<file path="config.mk">
export PLATFORM = sky130hd
export DESIGN_NAME = mem_port_arbiter
export DESIGN_NICKNAME = d
export VERILOG_FILES = /design/src/rtl/cpu_pkg.sv /design/src/rtl/mem_port_arbiter.sv
export SDC_FILE = /design/constraint.sdc
export NUM_CORES = 1
export LEC_CHECK = 0
export ABC_AREA = 1
export CAP_MARGIN = 20
export CORE_UTILIZATION = 26
export DETAILED_ROUTE_END_ITERATION = 16
export GPL_ROUTABILITY_DRIVEN = 0
export HOLD_SLACK_MARGIN = 0.15
export PLACE_DENSITY = 0.77
export SYNTH_ARGS = -nofsm -noshare
export SYNTH_HDL_FRONTEND = slang
export SYNTH_SLANG_ARGS = --single-unit
</file>
<file path="constraint.sdc">
create_clock -name clk -period 1.5 [get_ports clk]
set_input_delay 0.225 -clock clk [delete_from_list [all_inputs] [get_ports clk]]
set_output_delay 0.225 -clock clk [all_outputs]
set_load 0.05 [all_outputs]
</file>
<file path="src/rtl/cpu_pkg.sv">
// Shared CPU-subsystem types: arbiter state encoding and default word width.
package cpu_pkg;

  localparam int WORD_SIZE = 16;

  typedef enum logic {
    ARB_RR     = 1'b0,
    ARB_LOCKED = 1'b1
  } arb_state_e;

endpackage

</file>
<file path="src/rtl/mem_port_arbiter.sv">
// Round-robin arbiter sharing one single-port memory between the CPU (port 0)
// and the UART loader (port 1), with bounded port-1 lock bursts; reads return one cycle after grant.
module mem_port_arbiter #(
  parameter int WORD_SIZE = 16,
  parameter int ADDR_W    = 8,
  parameter int MAX_LOCK  = 16
) (
  input  logic                 clk,
  input  logic                 reset,
  input  logic                 req0,
  input  logic                 we0,
  input  logic [ADDR_W-1:0]    addr0,
  input  logic [WORD_SIZE-1:0] wdata0,
  input  logic                 req1,
  input  logic                 we1,
  input  logic [ADDR_W-1:0]    addr1,
  input  logic [WORD_SIZE-1:0] wdata1,
  input  logic                 lock1,
  output logic                 gnt0,
  output logic                 gnt1,
  output logic                 rvalid0,
  output logic                 rvalid1,
  output logic [WORD_SIZE-1:0] rdata0,
  output logic [WORD_SIZE-1:0] rdata1,
  output logic                 mem_en,
  output logic                 mem_we,
  output logic [ADDR_W-1:0]    mem_addr,
  output logic [WORD_SIZE-1:0] mem_wdata,
  input  logic [WORD_SIZE-1:0] mem_rdata,
  output logic                 locked
);
  import cpu_pkg::*;

  localparam logic [7:0] MAX_CNT = 8'(MAX_LOCK);

  arb_state_e state_q;
  logic       last_q;
  logic [7:0] lock_cnt_q;
  logic       pend_rd_q;
  logic       pend_port_q;
  logic       locked_q;
  logic       rd_gnt;

  // Grants are forced low while reset is asserted, even though state is already RR.
  always_comb begin
    gnt0 = 1'b0;
    gnt1 = 1'b0;
    if (reset) begin
      if (state_q == ARB_LOCKED) begin
        gnt1 = req1;
      end else if (req0 && req1) begin
        gnt0 = last_q;
        gnt1 = ~last_q;
      end else begin
        gnt0 = req0;
        gnt1 = req1;
      end
    end
  end

  always_comb begin
    mem_en    = gnt0 | gnt1;
    mem_we    = 1'b0;
    mem_addr  = '0;
    mem_wdata = '0;
    if (gnt0) begin
      mem_we    = we0;
      mem_addr  = addr0;
      mem_wdata = wdata0;
    end else if (gnt1) begin
      mem_we    = we1;
      mem_addr  = addr1;
      mem_wdata = wdata1;
    end
  end

  assign rd_gnt = (gnt0 & ~we0) | (gnt1 & ~we1);

  always_ff @(posedge clk or negedge reset) begin
    if (!reset) begin
      state_q     <= ARB_RR;
      last_q      <= 1'b1;
      lock_cnt_q  <= '0;
      pend_rd_q   <= 1'b0;
      pend_port_q <= 1'b0;
      locked_q    <= 1'b0;
    end else begin
      pend_rd_q <= rd_gnt;
      if (rd_gnt) begin
        pend_port_q <= gnt1;
      end
      if (gnt0) begin
        last_q <= 1'b0;
      end else if (gnt1) begin
        last_q <= 1'b1;
      end
      case (state_q)
        ARB_RR: begin
          if (gnt1 && lock1) begin
            state_q    <= ARB_LOCKED;
            locked_q   <= 1'b1;
            lock_cnt_q <= 8'd1;
          end
        end
        ARB_LOCKED: begin
          // Leaving the lock hands priority to port 0.
          if (!lock1 || (gnt1 && lock_cnt_q == MAX_CNT)) begin
            state_q    <= ARB_RR;
            locked_q   <= 1'b0;
            lock_cnt_q <= '0;
            last_q     <= 1'b1;
          end else if (gnt1 && lock_cnt_q != MAX_CNT) begin
            lock_cnt_q <= lock_cnt_q + 8'd1;
          end
        end
        default: begin
          state_q  <= ARB_RR;
          locked_q <= 1'b0;
        end
      endcase
    end
  end

  assign rvalid0 = pend_rd_q & ~pend_port_q;
  assign rvalid1 = pend_rd_q & pend_port_q;
  assign rdata0  = rvalid0 ? mem_rdata : '0;
  assign rdata1  = rvalid1 ? mem_rdata : '0;
  assign locked  = locked_q;

endmodule

</file>
==> flow_summary.ini <==
[detailed_routing]
ant_nets = 0
initialDrtViolationCount = 101
drt-wirelength-per-cell_um = 19.7
wl_mm = 8.43
drt_pre_antenna_iters = 6
remaining_drc_errors = 0
viasPerCell = 5.05
num_vias = 2158

[synth]
synth.most_common_cell = nand2_1
synth-edff-count = 0
synth_fp_nets = 275
ys_seq_elements = 13
synth_common_cells = nand2_1, nor2_1, inv_1
ys_warn_count = 0
synthFlopType = dfrtp_1
syn-cell-area_um2 = 1300
ys_seq_area_frac = 0.251
avgSynthCellArea_um2 = 6.45
ys_types = 25
yosys.area.top_type = dfrtp_1
synthCells = 202
async_reset_ff_frac = 1.00
synth.top_cell.area_share = 0.231
synthTopCellsByArea = dfrtp_1, a22o_1, nand2_1

[worst_setup_path]
start_kind = flop
crit_top_cell = buf_12
cp.buffers_inverters = 4
arrival_ns = 1.65
crit_slowest_cell = dfstp_2
crit_type = flop to output port
crit_chain = inv_2 -> nand2_2 -> nand3_4 -> inv_8 -> buf_12 -> a22o_2 -> buf_12
required_ns = 1.27
critical_path.top_delay_family = flip-flops
slowest_delay_ns = 0.57
end_kind = output port
path_max_fanout = 7

[clock_tree]
htree_levels = 1
clockRootBuffer = clkbuf_8
numClockSinks = 13
clkLatencyLatePin_ns = 0.25
tritoncts = yes
cts_max_path_buffers = 2
cts_buffers = 3
cts.clk_slew.worst_paths_ns = 0.05

[floorplanning]
num_rows = 25
die_w_um = 72.8
core-area_um2 = 4790
ios = 134
dieArea_um2 = 5300
start_util = 0.272
die_h_um = 72.8

[sta]
slew_viol_final = 0
tightest_slew_ns = 0.312
grt_setup_unrepaired = true
worst_slack_ns = -0.374
setup_viol = 30
hold_viol = 0
final.period_utilization = 1.25
clock.fmax_mhz = 534
min_period_ns = 1.87
skew_ns = 0.00490
relSlewSlack = 0.792

[global_route]
grtUsageMet2 = 0.479
antenna_found_initial = 0
grt_use_met1 = 0.218
gr-usage-met3 = 0.0815
grt_overflow_total = 0
grt_pass1_vias = 2045
grt_pass1_wl_mm = 9.78
grt_max_degree = 18
top_usage_layer = met2
track_usage = 0.241

[cells_and_area]
nets = 434
syn_to_final_growth_pct = 211
final_area_um2 = 4050
layout-drive-gt1-share = 0.467
diodes = 0

[power]
powerDensity_nw_per_um2 = 642
max-vdd-ir-drop_uv = 727
p_leak_nw = 1.89

[place]
hpwl_mm = 5.12
dp_slack_ns = -0.372
port-buffer-count = 133
placed_area_um2 = 3640

[min_path]
hold_class = flop to flop

[status]
outcome = complete, but fails checks
failed_checks = setup timing

[run]
maxCapViolCount = 0
[stage by stage]
stage          power [mW]   util  setup TNS (ns)  hold WS, ns  instances
2_1_floorplan        1.22      -           -2.67      -0.0706        202
3_3_place_gp         2.04  0.762           -7.77        0.464        414
3_5_place_dp         2.07  0.762          -10.48        0.470        414
4_1_cts              2.43  0.791           -8.33        0.440        420
5_1_grt              2.69  0.846          -10.65        0.510        427
6_report             2.60  0.846           -9.27        0.492        427
[final cells by class]
cell class | count | area, µm²
multi-input cells | 141 | 1140
well taps | 67 | 83.8
clock buffers | 4 | 45.0
fillers | 218 | 736
repair buffers | 163 | 2290
inverters | 39 | 161
flip-flops and latches | 13 | 327
[cells in the final DEF, fill, tap and decap left out, types with 6 or more instances in the layout]
master / instances
nand2_1: 38
dfrtp_1: 12
clkdlybuf4s50_1: 67
nor2_2: 10
buf_12: 65
nor2_1: 15
nand4_1: 6
buf_4: 21
a22o_4: 21
nand3_1: 8
nor2_4: 16
inv_1: 32
[report_power, final]
group          total, mW  leakage, nW  internal, mW  switching [mW]
logic               1.86         1.70         0.901           0.955
registers          0.429        0.169         0.394          0.0349
clock network      0.316       0.0228         0.188           0.128
[worst reg2reg max path: stages (launching register included)]
cell and delay [ns]:
dfstp_2 0.57, nand3_4 0.09, nand2_4 0.09, inv_4 0.05, buf_4 0.15, nand2_1 0.10, nand2_1 0.08, nand2_2 0.09
nand2_1 0.07, nor2_1 0.13
[routing by layer]
metal	part of all wire	vias up
met4	0.056	0
met1	0.30	989
li1	-	967
met3	0.085	43
met5	0	-
met2	0.56	159
[kinds of logic after synthesis]
logic type,synth area share
buffers and inverters,0.171
AND/OR/NAND/NOR,0.338
adder cells (fa/ha/maj),0.0192
flip-flops,0.251
XOR/XNOR,0.0135
AO/OA/AOI/OAI,0.207
[state kept, by name, summed over array words and instances, names as in the netlist]
name         flops
pend_rd_q        1
pend_port_q      1
locked           1
last_q           1
state_q          1
lock_cnt_q       8
[path summary, 6_finish.rpt]
check / start / end / slack [ns] / depth (start not counted)
worst max-delay path: last_q$_DFF_PN1_ / mem_addr[2] / -0.37 / 7
worst min register to register: locked$_DFFE_PN0P_ / locked$_DFFE_PN0P_ / 0.49 / 2
min in group asynchronous: reset / lock_cnt_q[0]$_DFFE_PN0P_ / 0.69 / 4
worst min-delay path: locked$_DFFE_PN0P_ / locked$_DFFE_PN0P_ / 0.49 / 2
max in group asynchronous: reset / last_q$_DFF_PN1_ / 0.57 / 4
worst max register to register: last_q$_DFF_PN1_ / lock_cnt_q[6]$_DFFE_PN0P_ / 0 / 9
[repair_timing]
item,CTS,global route
hold endpoints to repair,0,12
setup buffers,2,4
endpoints found under the setup margin,45,52
hold buffers,0,1
resized for setup,27,41
pin swaps,0,7
gates cloned,1,3
(Power assumes the default switching activity.)
